<file path="src/rtl/multicycle_controller_pkg.sv">
// Shared encodings for the multi-cycle MIPS sequencer: states, opcodes, functs,
// ALU codes and datapath mux selects.
package multicycle_controller_pkg;

    typedef enum logic [2:0] {
        ST_FETCH  = 3'd0,
        ST_DECODE = 3'd1,
        ST_EXEC   = 3'd2,
        ST_MEM    = 3'd3,
        ST_WB     = 3'd4,
        ST_HALT   = 3'd5
    } state_t;

    localparam logic [5:0] OP_RTYPE = 6'h00;
    localparam logic [5:0] OP_J     = 6'h02;
    localparam logic [5:0] OP_JAL   = 6'h03;
    localparam logic [5:0] OP_BEQ   = 6'h04;
    localparam logic [5:0] OP_BNE   = 6'h05;
    localparam logic [5:0] OP_ADDI  = 6'h08;
    localparam logic [5:0] OP_XORI  = 6'h0E;
    localparam logic [5:0] OP_LW    = 6'h23;
    localparam logic [5:0] OP_SW    = 6'h2B;

    localparam logic [5:0] FN_JR  = 6'h08;
    localparam logic [5:0] FN_ADD = 6'h20;
    localparam logic [5:0] FN_SUB = 6'h22;
    localparam logic [5:0] FN_SLT = 6'h2A;

    localparam logic [2:0] ALU_ADD = 3'd0;
    localparam logic [2:0] ALU_SUB = 3'd1;
    localparam logic [2:0] ALU_XOR = 3'd2;
    localparam logic [2:0] ALU_SLT = 3'd3;

    localparam logic [1:0] PC_ALU    = 2'd0;
    localparam logic [1:0] PC_ALUOUT = 2'd1;
    localparam logic [1:0] PC_JUMP   = 2'd2;
    localparam logic [1:0] PC_RS     = 2'd3;

    localparam logic [1:0] SRCB_RT   = 2'd0;
    localparam logic [1:0] SRCB_FOUR = 2'd1;
    localparam logic [1:0] SRCB_SEXT = 2'd2;
    localparam logic [1:0] SRCB_ZEXT = 2'd3;

    function automatic logic is_legal(input logic [5:0] op, input logic [5:0] fn);
        case (op)
            OP_RTYPE: return (fn == FN_ADD) || (fn == FN_SUB) || (fn == FN_SLT) || (fn == FN_JR);
            OP_J, OP_JAL, OP_BEQ, OP_BNE,
            OP_ADDI, OP_XORI, OP_LW, OP_SW: return 1'b1;
            default: return 1'b0;
        endcase
    endfunction

endpackage

</file>
<file path="src/rtl/multicycle_controller_alu_control_decode.sv">
// ALU opcode selection and legality check; outside EXEC the ALU only ever
// adds (PC+4 in FETCH, branch target in DECODE).
module alu_control_decode
    import multicycle_controller_pkg::*;
(
    input  state_t     state,
    input  logic [5:0] opcode,
    input  logic [5:0] funct,
    output logic [2:0] alu_signal,
    output logic       legal
);

    always_comb begin
        alu_signal = ALU_ADD;
        legal      = is_legal(opcode, funct);
        if (state == ST_EXEC) begin
            case (opcode)
                OP_RTYPE: begin
                    case (funct)
                        FN_SUB:  alu_signal = ALU_SUB;
                        FN_SLT:  alu_signal = ALU_SLT;
                        default: alu_signal = ALU_ADD;
                    endcase
                end
                // branches compare rs/rt by XOR so alu_zero means equal
                OP_XORI, OP_BEQ, OP_BNE: alu_signal = ALU_XOR;
                default:                 alu_signal = ALU_ADD;
            endcase
        end
    end

endmodule

</file>
<file path="src/rtl/multicycle_controller.sv">
// Multi-cycle MIPS sequencer: steps each instruction through FETCH/DECODE/
// EXEC/MEM/WB, drives datapath controls, counts retirements, traps illegal codes.
module multicycle_controller
    import multicycle_controller_pkg::*;
#(
    parameter int RETIRE_W = 32
) (
    input  logic                clk,
    input  logic                reset_n,
    input  logic [5:0]          opcode,
    input  logic [5:0]          funct,
    input  logic                alu_zero,
    input  logic                mem_ready,
    output logic                pc_wr_en,
    output logic                ir_wr_en,
    output logic                mem_rd_en,
    output logic                wr_en_memory,
    output logic                wr_en_reg,
    output logic [2:0]          ALU_Signal,
    output logic                alu_src_a,
    output logic [1:0]          alu_src_b,
    output logic [1:0]          pc_src,
    output logic                write_to_rt,
    output logic                write_reg_31,
    output logic                write_pc8_to_reg,
    output logic                write_from_memory_to_reg,
    output logic [2:0]          state,
    output logic                illegal_instr,
    output logic [RETIRE_W-1:0] instr_retired
);

    localparam logic [RETIRE_W-1:0] RETIRE_ONE = {{(RETIRE_W-1){1'b0}}, 1'b1};

    state_t              state_q, state_d;
    logic                illegal_q;
    logic [RETIRE_W-1:0] retired_q;
    logic                retire, trap, legal, taken;
    logic [2:0]          alu_sig;

    alu_control_decode u_alu_dec (
        .state      (state_q),
        .opcode     (opcode),
        .funct      (funct),
        .alu_signal (alu_sig),
        .legal      (legal)
    );

    assign taken = ((opcode == OP_BEQ) && alu_zero) || ((opcode == OP_BNE) && !alu_zero);

    always_comb begin
        state_d                  = state_q;
        retire                   = 1'b0;
        trap                     = 1'b0;
        pc_wr_en                 = 1'b0;
        ir_wr_en                 = 1'b0;
        mem_rd_en                = 1'b0;
        wr_en_memory             = 1'b0;
        wr_en_reg                = 1'b0;
        alu_src_a                = 1'b0;
        alu_src_b                = SRCB_RT;
        pc_src                   = PC_ALU;
        write_to_rt              = 1'b0;
        write_reg_31             = 1'b0;
        write_pc8_to_reg         = 1'b0;
        write_from_memory_to_reg = 1'b0;
        ALU_Signal               = alu_sig;
        case (state_q)
            ST_FETCH: begin
                mem_rd_en = 1'b1;
                alu_src_b = SRCB_FOUR;
                if (mem_ready) begin
                    ir_wr_en = 1'b1;
                    pc_wr_en = 1'b1;
                    state_d  = ST_DECODE;
                end
            end
            ST_DECODE: begin
                alu_src_b = SRCB_SEXT;
                if (!legal) begin
                    trap    = 1'b1;
                    state_d = ST_HALT;
                end else if ((opcode == OP_J) || (opcode == OP_JAL)) begin
                    pc_wr_en         = 1'b1;
                    pc_src           = PC_JUMP;
                    wr_en_reg        = (opcode == OP_JAL);
                    write_reg_31     = (opcode == OP_JAL);
                    write_pc8_to_reg = (opcode == OP_JAL);
                    retire           = 1'b1;
                    state_d          = ST_FETCH;
                end else if ((opcode == OP_RTYPE) && (funct == FN_JR)) begin
                    pc_wr_en = 1'b1;
                    pc_src   = PC_RS;
                    retire   = 1'b1;
                    state_d  = ST_FETCH;
                end else begin
                    state_d = ST_EXEC;
                end
            end
            ST_EXEC: begin
                alu_src_a = 1'b1;
                state_d   = ST_WB;
                case (opcode)
                    OP_RTYPE:     alu_src_b = SRCB_RT;
                    OP_ADDI:      alu_src_b = SRCB_SEXT;
                    OP_XORI:      alu_src_b = SRCB_ZEXT;
                    OP_LW, OP_SW: begin
                        alu_src_b = SRCB_SEXT;
                        state_d   = ST_MEM;
                    end
                    OP_BEQ, OP_BNE: begin
                        alu_src_b = SRCB_RT;
                        pc_wr_en  = taken;
                        pc_src    = taken ? PC_ALUOUT : PC_ALU;
                        retire    = 1'b1;
                        state_d   = ST_FETCH;
                    end
                    default: begin
                        trap    = 1'b1;
                        state_d = ST_HALT;
                    end
                endcase
            end
            ST_MEM: begin
                mem_rd_en    = (opcode == OP_LW);
                wr_en_memory = (opcode != OP_LW);
                if (mem_ready) begin
                    retire  = (opcode != OP_LW);
                    state_d = (opcode == OP_LW) ? ST_WB : ST_FETCH;
                end
            end
            ST_WB: begin
                wr_en_reg                = 1'b1;
                write_to_rt              = (opcode != OP_RTYPE);
                write_from_memory_to_reg = (opcode == OP_LW);
                retire                   = 1'b1;
                state_d                  = ST_FETCH;
            end
            ST_HALT: state_d = ST_HALT;
            default: begin
                trap    = 1'b1;
                state_d = ST_HALT;
            end
        endcase
        // reset must silence every control at once, including a pending memory request
        if (!reset_n) begin
            pc_wr_en                 = 1'b0;
            ir_wr_en                 = 1'b0;
            mem_rd_en                = 1'b0;
            wr_en_memory             = 1'b0;
            wr_en_reg                = 1'b0;
            ALU_Signal               = ALU_ADD;
            alu_src_a                = 1'b0;
            alu_src_b                = SRCB_RT;
            pc_src                   = PC_ALU;
            write_to_rt              = 1'b0;
            write_reg_31             = 1'b0;
            write_pc8_to_reg         = 1'b0;
            write_from_memory_to_reg = 1'b0;
        end
    end

    always_ff @(posedge clk or negedge reset_n) begin
        if (!reset_n) begin
            state_q   <= ST_FETCH;
            illegal_q <= 1'b0;
            retired_q <= '0;
        end else begin
            state_q <= state_d;
            if (trap)
                illegal_q <= 1'b1;
            if (retire)
                retired_q <= retired_q + RETIRE_ONE;
        end
    end

    assign state         = state_q;
    assign illegal_instr = illegal_q;
    assign instr_retired = retired_q;

endmodule
</file>
<file path="config.mk">
export PLATFORM = sky130hd
export DESIGN_NAME = multicycle_controller
export DESIGN_NICKNAME = d
export VERILOG_FILES = /design/src/rtl/multicycle_controller_pkg.sv /design/src/rtl/multicycle_controller_alu_control_decode.sv /design/src/rtl/multicycle_controller.sv
export SDC_FILE = /design/constraint.sdc
export NUM_CORES = 1
export LEC_CHECK = 0
export BUFFER_PORTS_ARGS = -buffer_cell sky130_fd_sc_hd__buf_2
export CORE_MARGIN = 8
export CORE_UTILIZATION = 37
export CTS_CLUSTER_DIAMETER = 100
export DETAILED_ROUTE_END_ITERATION = 6
export PLACE_DENSITY = 0.6
export SLEW_MARGIN = 20
export SYNTH_ARGS = -nofsm -noshare
export SYNTH_HDL_FRONTEND = slang
export SYNTH_SLANG_ARGS = --single-unit
export TNS_END_PERCENT = 100
</file>
<file path="constraint.sdc">
create_clock -name clk -period 3.18 [get_ports clk]
set_clock_uncertainty 0.15 [all_clocks]
set_input_delay 0.318 -clock clk [delete_from_list [all_inputs] [get_ports clk]]
set_output_delay 0.318 -clock clk [all_outputs]
set_load 0.01 [all_outputs]
</file>
==> impl_metrics.toml <==
[min_path]
min_delay_worst_endpoint = "state[0]"
holdCritStartpoint = "mem_ready"
min_path_cells = 3
hp-class = "input pin to register"

[power]
power_density_mw_per_mm2 = 493
leakage_nw = 1.29
peakVddDrop_uv = 197
power.total_mw = 1.34

[routing]
drt-met1-wl_um = 2690
wirelength_um = 5930
dr_wl_met3_um = 392
drtAntennaViolNets = 0
dr.pass1.iters = 4
drc = 0
dr_total_vias = 2064
drtIter0Drc = 74
route.met2.wl_um = 2770
dr.max_layer_used = "met4"
wl_per_cell_um = 15.1
drt-vias-per-instance = 5.24

[floorplanning]
die_area_mm2 = 0.00888
rows = 28
core_mm2 = 0.00592
pin_count = 69
die_h_um = 94.2
initial_utilization = 0.382
dieWidth_um = 94.2

[layout]
fin_nets = 335
layout_common_cells = "buf_2, dfrtp_1, nor2_1, nand2_1"
mostFrequentLayoutCell = "buf_2"
num-fill-cells = 588
stdcell_count = 394
fin_util = 0.460
drive_gt1_frac = 0.285
synthToLayoutAreaGrowth_pct = 20.3
antenna_cells = 0

[global_routing]
antenna_found_initial = 0
grt_pass1_wl_um = 10200
grt_max_degree = 32
grt-ovfl-total = 0
track_usage = 0.141
grt_pass1_vias = 2164

[sta]
slew_viol_final = 0
hold_viol = 0
fin_crit_ns = 2.49
tns_ns = 0
rsz0062_at_grt = "no"
setup_viol = 0
tightest_slew_ns = 0.995
period_share = 0.784
fmax_mhz = 401
max_slew_margin = 0.333

[yosys]
netlist_instances = 257
yosys.area_share.simple = 0.307
syn_avg_cell_area_um2 = 8.81
synth-xor-area-share = 0.132
synth_compound_area_frac = 0.0989
ys.flop_type = "dfrtp_1"
synth-edff-count = 0
synth_top_family_by_area = "simple AND/OR/NAND/NOR gates"
muxShareOfSynthArea = 0.00498
ys_seq_area_frac = 0.398
yosysWarnings = 0
ys_seq_elements = 36
synth_area_mm2 = 0.00226
synth_fa_ha_area_frac = 0.00553
synth_cell_types = 48
syn-num-nets = 274
async_flop_share = 1.00

[setup_path]
worst_r2r_endpoint = "instr_retired[21]"
rr_worst_depth = 6
crit_type = "register to register"
cp_data_required_time_ns = 3.20
reg2reg_from = "state[2]"
crit_fanout = 13
cp-start-kind = "register"
r2r_slack_ns = 0.69
cp.arrival_ns = 2.51
cp-end-kind = "register"

[outcome]
status = "completed"

[cts]
clockBufferDepth = 2
numCtsBuffers = 5
clkTransAtPathRegs_ns = 0.07
cts_tree = "done"
cts_max_level = 2
cts_sinks = 36
cts_root_buffer = "clkbuf_8"
clk_latency_ns = 0.29
post-cts-setup-buffers = 0

[flow_run]
max_cap_violations = 0

[placed_design]
gp_congestion = 0.924
placed_cells = 385
io_buffers = 67
dp_hpwl_um = 4580
==> cell type report <==
cell class	count	area, µm²	share of cell area
tap	75	93.8	0.0345
sequential	36	901	0.331
clock buffer	8	90.1	0.0331
multi-input combinational	196	1240	0.457
inverter	9	33.8	0.0124
timing repair buffer	70	360	0.132
==> Yosys cell counts (7+ instances only) <==
| master | number | area (µm²) |
|---|---|---|
| o21ai_0 | 8 | 40.0 |
| inv_1 | 9 | 33.8 |
| nand2_1 | 22 | 82.6 |
| dfrtp_1 | 36 | 901 |
| a21oi_1 | 10 | 50.1 |
| clkbuf_1 | 7 | 26.3 |
| nor3_1 | 14 | 70.1 |
| nand3_1 | 12 | 60.1 |
| nor2_1 | 25 | 93.8 |
| xor2_1 | 17 | 149 |
| xnor2_1 | 17 | 149 |
| nand4_1 | 10 | 62.6 |
==> stage by stage <==
stage | instance area [µm²] | setup slack (ns) | hold WS (ns)
6_report | 2720 | 0.687 | 0.223
5_1_grt | 2720 | 0.483 | 0.222
4_1_cts | 2720 | 0.699 | 0.206
3_5_place_dp | 2620 | 0.528 | 0.0447
3_3_place_gp | 2620 | 0.579 | 0.0361
2_1_floorplan | 2260 | 0.979 | -0.128
==> registers in the layout, indices dropped and copies added, names as in the netlist <==
register,cells
instr_retired,32
state,3
illegal_instr,1
==> kinds of logic after synthesis <==
| logic type | Yosys count |
|---|---|
| AOI/OAI and AO/OA | 35 |
| xor gates and xnor gates | 34 |
| adders and majority gates | 1 |
| buffers and inverters | 25 |
| DFF | 36 |
| muxes | 1 |
| other | 1 |
| and+or+nand+nor | 124 |
==> worst max-delay path: stages, from the launching register on <==
cell and delay (ns):
dfrtp_1 0.58, and4b_1 0.24, o21ai_0 0.11, o211ai_2 0.15, o21ai_1 0.79, nor3_1 0.17
xor2_1 0.18
==> where the power goes <==
group	switching, mW	total [mW]	internal [mW]
combinational	0.257	0.422	0.164
clock	0.152	0.329	0.177
sequential	0.0867	0.591	0.504
==> how the worst max path moves through the flow <==
stage,from,end,slack (ns),depth (start not counted)
after floorplan,instr_retired[6],instr_retired[31],0.98,7
after global placement,opcode[2],instr_retired[17],0.58,7
after detailed placement,opcode[2],instr_retired[21],0.53,7
after CTS,state[2],instr_retired[21],0.70,6
after global routing,state[2],instr_retired[17],0.48,6
final,state[2],instr_retired[21],0.69,6
==> timing repair <==
item,4_1_cts,5_1_grt
hold endpoints to repair,5,0
endpoints found under the setup margin,0,0
hold buffers,1,0
resized for setup,0,0
==> metal layers <==
layer / GRT usage / vias up
met5: 0 / -
met4: 0.0502 / 0
met3: 0.0352 / 7
met2: 0.239 / 59
met1: 0.167 / 980
li1: - / 1018
Note: power is estimated with default switching activity, not from simulation.
